### src/rtl/ir_pkg.sv
// Shared definitions for the instruction-register prefetch queue and the
// control unit that decodes its opcode field.
package ir_pkg;

    localparam int unsigned IR_WIDTH_DEF = 16;
    localparam int unsigned IR_DEPTH_DEF = 4;
    localparam int unsigned IR_OPC_W_DEF = 4;

    // IR contents after reset or flush; decodes as a no-operation.
    localparam logic [15:0] IR_NOP = 16'h0000;

    typedef enum logic [3:0] {
        OP_NOP   = 4'h0,
        OP_ADD   = 4'h1,
        OP_SUB   = 4'h2,
        OP_AND   = 4'h3,
        OP_OR    = 4'h4,
        OP_XOR   = 4'h5,
        OP_SHL   = 4'h6,
        OP_SHR   = 4'h7,
        OP_LOAD  = 4'h8,
        OP_STORE = 4'h9,
        OP_LDI   = 4'hA,
        OP_MOV   = 4'hB,
        OP_JMP   = 4'hC,
        OP_BZ    = 4'hD,
        OP_CALL  = 4'hE,
        OP_HALT  = 4'hF
    } ir_opcode_e;

endpackage

### src/rtl/ir_fifo.sv
// Prefetch FIFO: power-of-two ring buffer whose full/empty state comes from
// the occupancy count rather than from pointer comparison.
module ir_fifo
    import ir_pkg::*;
#(
    parameter int unsigned WIDTH = IR_WIDTH_DEF,
    parameter int unsigned DEPTH = IR_DEPTH_DEF,
    localparam int unsigned PW   = $clog2(DEPTH),
    localparam int unsigned CW   = $clog2(DEPTH + 1)
) (
    input  logic             clk,
    input  logic             rst,
    input  logic             flush,
    input  logic             push_valid,
    input  logic [WIDTH-1:0] push_data,
    output logic             push_ready,
    input  logic             pop_en,
    output logic [WIDTH-1:0] pop_data,
    output logic             pop_fire,
    output logic [CW-1:0]    count
);

    logic [WIDTH-1:0] mem [DEPTH];
    logic [PW-1:0]    wr_ptr;
    logic [PW-1:0]    rd_ptr;
    logic             push_fire;

    // Ready depends on the registered count only, so a pop never frees a slot
    // for a push in the same cycle.
    assign push_ready = (count < CW'(DEPTH));
    assign push_fire  = push_valid && push_ready && !flush;
    assign pop_fire   = pop_en && (count != '0) && !flush;
    assign pop_data   = mem[rd_ptr];

    always_ff @(posedge clk or negedge rst) begin
        if (!rst) begin
            wr_ptr <= '0;
            rd_ptr <= '0;
            count  <= '0;
        end else if (flush) begin
            wr_ptr <= '0;
            rd_ptr <= '0;
            count  <= '0;
        end else begin
            if (push_fire) wr_ptr <= wr_ptr + PW'(1);
            if (pop_fire)  rd_ptr <= rd_ptr + PW'(1);
            count <= count + CW'(push_fire) - CW'(pop_fire);
        end
    end

    always_ff @(posedge clk) begin
        if (push_fire) mem[wr_ptr] <= push_data;
    end

endmodule

### src/rtl/ir_prefetch_queue.sv
// Instruction register fed by a prefetch FIFO; exposes the decoded opcode and
// operand slices of the current IR to the control unit.
module ir_prefetch_queue
    import ir_pkg::*;
#(
    parameter int unsigned WIDTH = IR_WIDTH_DEF,
    parameter int unsigned DEPTH = IR_DEPTH_DEF,
    parameter int unsigned OPC_W = IR_OPC_W_DEF,
    localparam int unsigned CW   = $clog2(DEPTH + 1)
) (
    input  logic                   clk,
    input  logic                   rst,
    input  logic                   flush,
    input  logic [WIDTH-1:0]       d_in,
    input  logic                   in_valid,
    output logic                   in_ready,
    input  logic                   en_ir,
    output logic [WIDTH-1:0]       d_out,
    output logic                   ir_valid,
    output logic [OPC_W-1:0]       opcode,
    output logic [WIDTH-OPC_W-1:0] operand,
    output logic [CW-1:0]          count
);

    logic [WIDTH-1:0] head;
    logic             pop_fire;

    ir_fifo #(
        .WIDTH (WIDTH),
        .DEPTH (DEPTH)
    ) u_fifo (
        .clk        (clk),
        .rst        (rst),
        .flush      (flush),
        .push_valid (in_valid),
        .push_data  (d_in),
        .push_ready (in_ready),
        .pop_en     (en_ir),
        .pop_data   (head),
        .pop_fire   (pop_fire),
        .count      (count)
    );

    // An advance on an empty FIFO invalidates the IR but keeps its last word.
    always_ff @(posedge clk or negedge rst) begin
        if (!rst) begin
            d_out    <= WIDTH'(IR_NOP);
            ir_valid <= 1'b0;
        end else if (flush) begin
            d_out    <= WIDTH'(IR_NOP);
            ir_valid <= 1'b0;
        end else if (en_ir) begin
            ir_valid <= pop_fire;
            if (pop_fire) d_out <= head;
        end
    end

    assign opcode  = d_out[WIDTH-1 -: OPC_W];
    assign operand = d_out[WIDTH-OPC_W-1:0];

endmodule

### config.mk
export PLATFORM = sky130hd
export DESIGN_NAME = ir_prefetch_queue
export DESIGN_NICKNAME = d
export VERILOG_FILES = /design/src/rtl/ir_pkg.sv /design/src/rtl/ir_fifo.sv /design/src/rtl/ir_prefetch_queue.sv
export SDC_FILE = /design/constraint.sdc
export NUM_CORES = 1
export LEC_CHECK = 0
export CORE_UTILIZATION = 47
export DETAILED_ROUTE_END_ITERATION = 8
export GPL_ROUTABILITY_DRIVEN = 0
export PLACE_DENSITY = 0.75
export SLEW_MARGIN = 5
export SYNTH_ARGS = -nofsm -noshare
export SYNTH_HDL_FRONTEND = slang
export SYNTH_SLANG_ARGS = --single-unit
export TNS_END_PERCENT = 100
### constraint.sdc
create_clock -name clk -period 2.3 [get_ports clk]
set_input_delay 0.46 -clock clk [delete_from_list [all_inputs] [get_ports clk]]
set_output_delay 0.46 -clock clk [all_outputs]
set_load 0.02 [all_outputs]
==> metrics.cfg, run 1 <==
[synthesis]
synth-simple-area-share_pct = 2.46
yosys-top-cells-area = edfxtp_1 (55%), dfrtp_1 (17%), mux4_2 (9.6%)
post_synth_mux_area_share_pct = 10.7
syn-mean-instance-area_um2 = 19.3
number_of_instances_in_the_synthesized_netlist = 182
yosysWarnings = 0
synth-compound-area-share_pct = 4.99
synth.lib_cells_used.distinct = 25
yosys.area_share.adder_pct = 2.71
synth_largest_area_cell = edfxtp_1
synthesis.area_mm2 = 0.00351
synth_top_family_by_area = multiplexers
mappedNetlistNets = 210
yosys_register_bits = 88
synthXorXnorAreaFrac_pct = 1.25
synthDominantCellAreaShare_pct = 54.8
ys_seq_area_share_pct = 71.9

[pwr]
post-layout-total-power_mw = 4.48
power-per-cell-area_mw_per_mm2 = 1020
power_frac_seq_pct = 44.5
power_switching_share_pct = 28.1
internal_power_mw = 3.22
vdd.ir_drop.worst_v = 0.000563
p_clk_share_pct = 28.6
power.net_switching_mw = 1.26
combinationalPowerShare_pct = 26.9
leakagePower_nw = 1.59

[timing]
max-slew-margin-rel_pct = 55.8
finalMaxSlewViolations = 0
setup_repair_after_global_routing_missed_its_margin = no
fin_ws_ns = 0.291
period_minus_slack_ns = 2.01
maxClockFrequency_ghz = 0.498
final-hold-violation-count = 0
setup_violations = 0
clock_skew_ns = 0.0101
hold_slack_ns = 0.472
post-route-period-util_pct = 87.3
worst_slew_pin_slew_ns = 0.664

[critical_path]
cpMaxStageDelayCell = clkdlybuf4s50_1
worst_setup_path_end_kind = flop
setup.reg_to_reg.worst_slack_ns = 0.30
cpPeakStageDelay_ns = 0.54
worst_setup_path_start_kind = input port
worstPathMaxFanout = 3
worst-path-buf-inv = 3
cp_cell_sequence = clkdlybuf4s50_1 -> o31ai_4 -> nor2_2 -> ha_1 -> inv_1 -> ha_1 -> inv_1 -> fa_1 -> xnor2_1 -> nor2_1
critical_path_arrival_ns = 2.26
timing_worst_setup_path_type = in -> reg
timing.rr.end = u_fifo.count[2]
reg2reg_depth = 9
critPathTopFamily = adder cells
crit-reg2reg-launch = u_fifo.count[2]
worstPathRequired_ns = 2.55

[worst_hold_path]
class_of_the_most_critical_hold_timing_path = in -> async

[detailed_routing]
first_pass_iters = 4
routed_wl_um = 6220
drc_errors = 0
drt-initial-drc-count = 87
drt.antenna.violating_nets = 0
via_per_inst = 5.21
via_count = 1803
detailed_route_wire_length_per_cell_um = 18.0

[final_layout]
finalNetCount = 270
fillerInstances = 535
final_common_cell = edfxtp_1
num_antenna_cells = 0
layout-drive-gt1-share_pct = 20.2
layout-area-overhead-vs-synth_pct = 24.8
final_cell_count_no_fill = 346
final_area_mm2 = 0.00438
layout_common_cells = edfxtp_1 (64), clkdlybuf4s50_1 (57), dfrtp_1 (23), a22o_1 (16), buf_4 (16)

[floorplanning]
die_height_um = 88.4
fp.dieArea_mm2 = 0.00781
dieWidth_um = 88.4
core_area_mm2 = 0.00721
floorplan.rows = 31
io-pin-count = 58
starting_density_of_the_core_pct = 48.6

[grt]
grt_start_max_net_pins = 25
global_route.usage.total_pct = 17.8
grt_antenna_before_repair = 0
grt_first_pass_wirelength_um = 9620
globalRoute.totalOverflow = 0
via_count_of_the_first_global_routing_pass = 1824

[clock_tree]
clkSinkCount = 88
cts_hold_buffers = 0
cts_root_buffer = clkbuf_8
maximum_clock_insertion_buffer_count = 2
clock_insertion_delay_worst_skew_ns = 0.36
cts-htree-levels = 3
post-cts-setup-buffer-count = 0
cts_buffers = 9
cts.repair.resized = 0
path_clk_slew_ns = 0.09
tritoncts = built

[placed_design]
half_perimeter_wire_length_after_detailed_placement_um = 3980
io_buffers = 57
post-place-ws_ns = -0.0784
dp_cells = 330
post_dp_cell_area_mm2 = 0.00414

[outcome]
status = finished, final reports clean

[run]
cap_violations = 0

## how the worst max path moves through the flow
stage,from,endpoint,cells past startpoint
finish,en_ir,u_fifo.count[2],10
global route,u_fifo.count[2],u_fifo.count[2],9
CTS,u_fifo.count[1],count[1],1
detailed placement,en_ir,u_fifo.count[2],10
global placement,en_ir,u_fifo.count[2],10
floorplan,flush,u_fifo.count[2],10
## worst register-to-register path, cell delays in order (launching register included)
cell and delay, ns:
dfrtp_2 0.47, o31ai_4 0.28, nor2_2 0.06, ha_1 0.26
inv_1 0.05, ha_1 0.13, inv_1 0.05, fa_1 0.37
xnor2_1 0.16, nor2_1 0.05
## synthesized netlist by cell type (all sizes together)
library cell	count
a21oi	1
a22o	16
and2	4
and2b	1
buf	23
clkbuf	1
dfrtp	24
edfxtp	64
fa	1
ha	6
inv	6
mux2i	1
mux4	16
nand2b	1
nor2	7
nor2b	3
o311ai	1
o31ai	1
xnor2	2
xor2	3
## power groups by stage
stage / registers [mW] / clock network [mW] / logic (mW)
final: 2.00 / 1.28 / 1.20
after global routing: 2.02 / 1.36 / 1.30
after CTS: 2.00 / 1.30 / 1.22
after detailed placement: 2.03 / 0 / 1.21
after global placement: 2.03 / 0 / 1.20
after floorplan: 2.11 / 0 / 0.742
## cell type report
class                           count  area, um2  area share (%)
Inverter                            6       22.5           0.514
Clock inverter                      7        119            2.72
Tap cell                           99        124            2.83
Clock buffer                        9        124            2.83
Sequential cell                    88       2520            57.6
Multi-Input combinational cell     64        774            17.7
Timing Repair Buffer               73        691            15.8
## registers in the layout (all words and copies together), names as in the netlist
register / count
u_fifo.mem: 64
d_out: 16
u_fifo.count: 3
u_fifo.rd_ptr: 2
u_fifo.wr_ptr: 2
ir_valid: 1
## kinds of logic (layout without fill, tap and decap cells)
family                   after synthesis  count (layout)
AO/OA/AOI/OAI                         19              19
XOR/XNOR                               5               5
adder cells (fa/ha/maj)                7               7
buffers and inverters                 30              95
flip-flops                            88              88
multiplexers                          17              17
AND/OR/NAND/NOR                       16              16
## through the flow
step | utilization [%] | setup TNS [ns]
after floorplan | - | 0
after global placement | 57.3 | -0.0430
after detailed placement | 57.3 | -0.0866
after CTS | 60.7 | 0
after global routing | 60.7 | 0
final | 60.7 | 0
## layer usage
metal,GRT usage [%],vias up,part of all wire (%)
li1,-,802,-
met1,23.1,921,44
met2,28.3,64,49
met3,3.73,16,5.1
met4,9.53,0,2.3
met5,0,-,0
Note: power is estimated with default switching activity, not from simulation.
==> run 2: changes to the inputs <==
--- a/config.mk
+++ b/config.mk
@@ -5,10 +5,12 @@
 export SDC_FILE = /design/constraint.sdc
 export NUM_CORES = 1
 export LEC_CHECK = 0
+export CORE_ASPECT_RATIO = 0.5
 export CORE_UTILIZATION = 47
 export DETAILED_ROUTE_END_ITERATION = 8
 export GPL_ROUTABILITY_DRIVEN = 0
 export PLACE_DENSITY = 0.75
+export RECOVER_POWER = 25
 export SLEW_MARGIN = 5
 export SYNTH_ARGS = -nofsm -noshare
 export SYNTH_HDL_FRONTEND = slang
==> run 2 against run 1 <==
Non-clock buffer count down 1; global-route usage up 0.29 points; register-to-register slack worse by 0.03 ns; clock skew down 0.0055 ns; final cell count down 2.3%; die area up 0.28%; wire length down 2.7%; highest routed layer unchanged; via count down 3.2%; utilization up 2.7 points.
==> metrics.cfg, run 2 (synthesized netlist as in run 1, its figures left out) <==
[outcome]
status = finished, final reports clean

[clock_tree]
clock_insertion_delay_worst_skew_ns = 0.33  ; -0.03 ns
cts_root_buffer = clkbuf_16
cts-htree-levels = 3  ; unchanged
post-cts-setup-buffer-count = 0  ; unchanged
cts_buffers = 9  ; unchanged
maximum_clock_insertion_buffer_count = 2  ; unchanged
tritoncts = built
cts.repair.resized = 0  ; unchanged
path_clk_slew_ns = 0.06  ; -0.03 ns
clkSinkCount = 88  ; unchanged
cts_hold_buffers = 0  ; unchanged

[worst_hold_path]
class_of_the_most_critical_hold_timing_path = reg -> reg

[timing]
post-route-period-util_pct = 90.8  ; +3.4 points
period_minus_slack_ns = 2.09  ; +0.0792 ns
setup_violations = 0  ; unchanged
final-hold-violation-count = 0  ; unchanged
setup_repair_after_global_routing_missed_its_margin = no
clock_skew_ns = 0.00464  ; -0.00548 ns
max-slew-margin-rel_pct = 4.18  ; -52 points
finalMaxSlewViolations = 0  ; unchanged
worst_slew_pin_slew_ns = 1.44  ; +0.774 ns
finalSetupTns_ns = 0  ; unchanged
maxClockFrequency_ghz = 0.479  ; -3.8%

[detailed_routing]
via_count = 1745  ; -3.2%
drc_errors = 0  ; unchanged
drt-initial-drc-count = 104  ; +20%
routed_wl_um = 6050  ; -2.7%
drt.antenna.violating_nets = 0  ; unchanged
first_pass_iters = 4  ; unchanged
via_per_inst = 5.16  ; -0.93%
detailed_route_wire_length_per_cell_um = 17.9  ; -0.43%

[placed_design]
half_perimeter_wire_length_after_detailed_placement_um = 3920  ; -1.5%
io_buffers = 57  ; unchanged

[pwr]
vdd.ir_drop.worst_v = 0.000387  ; -31%
p_clk_share_pct = 28.3  ; -0.3 points
leakagePower_nw = 1.60  ; +0.44%
post-layout-total-power_mw = 4.48  ; about the same
internal_power_mw = 3.24  ; +0.46%
power-per-cell-area_mw_per_mm2 = 1020  ; -0.44%
combinationalPowerShare_pct = 27.2  ; +0.3 points
power_frac_seq_pct = 44.6  ; about the same
power.net_switching_mw = 1.25  ; -1.1%
power_switching_share_pct = 27.8  ; -0.32 points

[final_layout]
num_antenna_cells = 0  ; unchanged
finalNetCount = 269  ; -0.37%
final_common_cell = edfxtp_1
largest_reg_by_ff_count = u_fifo.mem
layout-drive-gt1-share_pct = 17.9  ; -2.4 points
largestRegisters = u_fifo.mem x64, d_out x16, u_fifo.count x3
layout_common_cells = edfxtp_1 (64), clkdlybuf4s50_1 (49), dfrtp_1 (23), a22o_1 (16), mux4_2 (15)
largest_reg_flops = 64  ; unchanged
layout-area-overhead-vs-synth_pct = 25.4

[critical_path]
worst_setup_path_start_kind = input port
timing_worst_setup_path_type = in -> reg
worstPathMaxFanout = 3  ; unchanged
worst_setup_path_end_kind = flop
worstPathRequired_ns = 2.52  ; -0.03 ns
critical_path_arrival_ns = 2.31  ; +0.05 ns

[floorplanning]
core_area_mm2 = 0.00694  ; -3.9%
io-pin-count = 58  ; unchanged
die_height_um = 63.1  ; -29%
starting_density_of_the_core_pct = 50.6  ; +1.9 points
fp.dieArea_mm2 = 0.00784  ; +0.28%
floorplan.rows = 21  ; -32%
dieWidth_um = 124  ; +40%

[grt]
grt_start_max_net_pins = 25  ; unchanged
via_count_of_the_first_global_routing_pass = 1847  ; +1.3%
grt_antenna_before_repair = 0  ; unchanged
grt_first_pass_wirelength_um = 9760  ; +1.4%
globalRoute.totalOverflow = 0  ; unchanged
global_route.usage.total_pct = 18.0  ; +0.29 points

[run]
cap_violations = 0  ; unchanged

run 2: changes by cell type in the layout (fill, tap and decap cells not counted), sizes merged:
cell / before / now
clkdlybuf4s50: 57 / 49
buf: 16 / 14
dlygate4sd3: 0 / 8
clkbuf: 9 / 13
inv: 7 / 6
clkinvlp: 2 / 1
bufinv: 3 / 0
clkinv: 1 / 3
run 2: power by group through the flow:
stage          clock network (mW)  logic, mW  registers, mW
2_1_floorplan                   0      0.742           2.11
3_3_place_gp                    0       1.21           2.02
3_5_place_dp                    0       1.24           2.03
4_1_cts                      1.31       1.25           2.00
5_1_grt                      1.37       1.30           2.02
6_report                     1.27       1.22           2.00
run 2: layer usage:
metal	vias to the layer above	wire length, um	global-route usage [%]
met4	0	97	6.70
met5	-	0	0
met2	34	3170	30.0
li1	804	-	-
met1	897	2550	21.3
met3	10	234	6.97
run 2: through the flow:
stage          utilization (%)  std cells  instance area, um2  hold WS, ns  setup WS (ns)
2_1_floorplan                -        182                3510        0.164         0.0379
3_3_place_gp              59.7        322                4140        0.509        -0.0285
3_5_place_dp              59.7        322                4140        0.506         -0.157
4_1_cts                   63.5        338                4400        0.493          0.203
5_1_grt                   63.4        338                4400        0.552         0.0967
6_report                  63.4        338                4400        0.526          0.212
run 2: final cells by class:
| class | count | area [um2] |
|---|---|---|
| fillers | 496 | 2540 |
| flip-flops and latches | 88 | 2520 |
| multi-input cells | 64 | 774 |
| repair buffers | 72 | 704 |
| clock buffers | 12 | 236 |
| well taps | 92 | 115 |
| inverters | 6 | 22.5 |
| clock inverters | 4 | 21.3 |
run 2: path summary, 6_finish.rpt:
kind,start,endpoint,slack [ns],cells after the start
max,en_ir,u_fifo.count[2],0.21,10
min reg2reg,d_out[1],d_out[1],0.53,1
max in group asynchronous,rst,u_fifo.count[2],0.44,2
min in group asynchronous,rst,d_out[4],0.92,2
min,d_out[1],d_out[1],0.53,1
max reg2reg,u_fifo.count[2],u_fifo.count[2],0.27,9
run 2: critical path: stages:
cell and delay (ns):
clkdlybuf4s50_1 0.55, o31ai_4 0.10, nor2_2 0.12, ha_1 0.24, inv_1 0.07, ha_1 0.15
inv_1 0.05, fa_1 0.37, xnor2_1 0.16, nor2_1 0.06
==> run 3: changes to the inputs <==
--- a/config.mk
+++ b/config.mk
@@ -6,10 +6,11 @@
 export NUM_CORES = 1
 export LEC_CHECK = 0
 export CORE_ASPECT_RATIO = 0.5
-export CORE_UTILIZATION = 47
+export CORE_MARGIN = 2
+export CORE_UTILIZATION = 53
 export DETAILED_ROUTE_END_ITERATION = 8
 export GPL_ROUTABILITY_DRIVEN = 0
-export PLACE_DENSITY = 0.75
+export PLACE_DENSITY = 0.79
 export RECOVER_POWER = 25
 export SLEW_MARGIN = 5
 export SYNTH_ARGS = -nofsm -noshare
==> constraint.sdc (replaced) <==
create_clock -name clk -period 2.35 [get_ports clk]
set_input_delay 0.47 -clock clk [delete_from_list [all_inputs] [get_ports clk]]
set_output_delay 0.47 -clock clk [all_outputs]
set_load 0.02 [all_outputs]
==> run 3 against run 2 <==
Utilization rose by 7.4 points; clock power increased by 4%; flip-flop and latch count stayed put; non-clock buffer count up 3; clock skew is 0.00076 ns lower; critical path depth did not move; critical endpoint unchanged; largest power group unchanged.
==> metrics.cfg, run 3 (synthesized netlist as in run 1, its figures left out) <==
[outcome]
status = finished, final reports clean

[worst_hold_path]
hold_path_depth = 1  ; unchanged
class_of_the_most_critical_hold_timing_path = reg -> reg

[final_layout]
final_common_cell = edfxtp_1
final_cell_count_no_fill = 337  ; -0.30%
largestRegisters = u_fifo.mem x64, d_out x16, u_fifo.count x3
num_antenna_cells = 0  ; unchanged
layout-drive-gt1-share_pct = 18.5  ; +0.59 points
fillerInstances = 400  ; -19%
finalNetCount = 272  ; +1.1%
layout-area-overhead-vs-synth_pct = 25.8
layout_common_cells = edfxtp_1 (64), clkdlybuf4s50_1 (48), dfrtp_1 (24), buf_4 (17), a22o_1 (16)
largest_reg_flops = 64  ; unchanged
largest_reg_by_ff_count = u_fifo.mem
final_area_mm2 = 0.00441  ; +0.34%

[clock_tree]
clkSinkCount = 88  ; unchanged
cts-htree-levels = 3  ; unchanged
path_clk_slew_ns = 0.06  ; about the same
cts.repair.resized = 0  ; unchanged
post-cts-setup-buffer-count = 0  ; unchanged
cts_root_buffer = clkbuf_16
tritoncts = built
cts_buffers = 9  ; unchanged
cts_hold_buffers = 0  ; unchanged
maximum_clock_insertion_buffer_count = 2  ; unchanged
clock_insertion_delay_worst_skew_ns = 0.34  ; about the same

[grt]
via_count_of_the_first_global_routing_pass = 1870  ; +1.2%
grt_start_max_net_pins = 25  ; unchanged
global_route.usage.total_pct = 18.7  ; +0.61 points
globalRoute.totalOverflow = 0  ; unchanged
grt_antenna_before_repair = 0  ; unchanged
grt_first_pass_wirelength_um = 9590  ; -1.7%

[placed_design]
half_perimeter_wire_length_after_detailed_placement_um = 4050  ; +3.3%
io_buffers = 57  ; unchanged
post_dp_cell_area_mm2 = 0.00414  ; -0.21%
dp_cells = 321  ; -0.31%

[timing]
finalSetupTns_ns = 0  ; unchanged
setup_repair_after_global_routing_missed_its_margin = no
final-hold-violation-count = 0  ; unchanged
maxClockFrequency_ghz = 0.489
period_minus_slack_ns = 2.04
post-route-period-util_pct = 87.0
worst_slew_pin_slew_ns = 1.41  ; -0.0295 ns
setup_violations = 0  ; unchanged
clock_skew_ns = 0.00388  ; -0.000758 ns
max-slew-margin-rel_pct = 6.15  ; +2.0 points
finalMaxSlewViolations = 0  ; unchanged

[floorplanning]
floorplan.rows = 20  ; -4.8%
starting_density_of_the_core_pct = 56.3  ; +5.7 points
dieWidth_um = 119  ; -4.1%
io-pin-count = 58  ; unchanged
fp.dieArea_mm2 = 0.00733  ; -6.5%
core_area_mm2 = 0.00623  ; -10%
die_height_um = 61.5  ; -2.5%

[pwr]
vdd.ir_drop.worst_v = 0.000487  ; +26%
power-per-cell-area_mw_per_mm2 = 1010  ; -0.47%
leakagePower_nw = 1.62  ; +1.6%

[detailed_routing]
via_count = 1776  ; +1.8%
routed_wl_um = 6130  ; +1.3%
drt-initial-drc-count = 106  ; +1.9%
first_pass_iters = 4  ; unchanged
drt.antenna.violating_nets = 0  ; unchanged
drc_errors = 0  ; unchanged
detailed_route_wire_length_per_cell_um = 18.2  ; +1.6%
via_per_inst = 5.27  ; +2.1%

[critical_path]
reg2reg_depth = 9  ; unchanged
worst_setup_path_end_kind = flop
critical_path_arrival_ns = 2.27  ; -0.04 ns
timing_worst_setup_path_type = in -> reg
worst_setup_path_start_kind = input port
worstPathRequired_ns = 2.57  ; +0.05 ns
worstPathMaxFanout = 3  ; unchanged

[run]
cap_violations = 0  ; unchanged

==> run 3: final cells by class <==
| type | count | area [um2] | area share (%) |
|---|---|---|---|
| clock buffer | 16 | 282 | 6.38 |
| timing repair buffer | 75 | 702 | 15.9 |
| tap | 88 | 110 | 2.50 |
| sequential | 88 | 2520 | 57.2 |
| multi-input combinational | 64 | 774 | 17.6 |
| inverter | 6 | 22.5 | 0.510 |
==> run 3: layer usage <==
metal,track usage [%],up-vias,routed length [um],part of all wire [%]
li1,-,805,-,-
met1,20.9,916,2540,41
met2,33.7,47,3230,53
met3,7.41,8,298,4.9
met4,7.14,0,68,1.1
met5,0,-,0,0
==> run 3: worst max-delay path, stage by stage <==
cell	delay, ns
clkdlybuf4s50_1	0.53
o31ai_4	0.10
nor2_2	0.11
ha_1	0.23
inv_1	0.06
ha_1	0.14
inv_1	0.05
fa_1	0.37
xnor2_1	0.16
nor2_1	0.05
==> run 3: through the flow <==
step                power (mW)  setup WS [ns]  utilization [%]  hold WS [ns]
floorplan                 2.79         0.0467                -         0.174
global placement          3.16        0.00481             66.4         0.509
detailed placement        3.20        -0.0384             66.4         0.522
CTS                       4.53          0.313             70.9         0.510
global route              4.67          0.192             70.8         0.552
finish                    4.48          0.307             70.8         0.525
==> run 3: worst paths after layout <==
check / start / slack [ns] / endpoint
setup / recovery: en_ir / 0.31 / u_fifo.count[2]
hold / removal: d_out[0] / 0.53 / d_out[0]
setup reg to reg: u_fifo.count[2] / 0.32 / u_fifo.count[2]
hold reg to reg: d_out[0] / 0.53 / d_out[0]
max in group asynchronous: rst / 0.53 / d_out[12]
min in group asynchronous: rst / 0.99 / d_out[15]
==> run 3: report_power, final <==
group / internal, mW / switching, mW / total, mW
Clock: 0.804 / 0.516 / 1.32
Sequential: 1.83 / 0.128 / 1.96
Combinational: 0.627 / 0.569 / 1.20
Total: 3.26 / 1.21 / 4.48
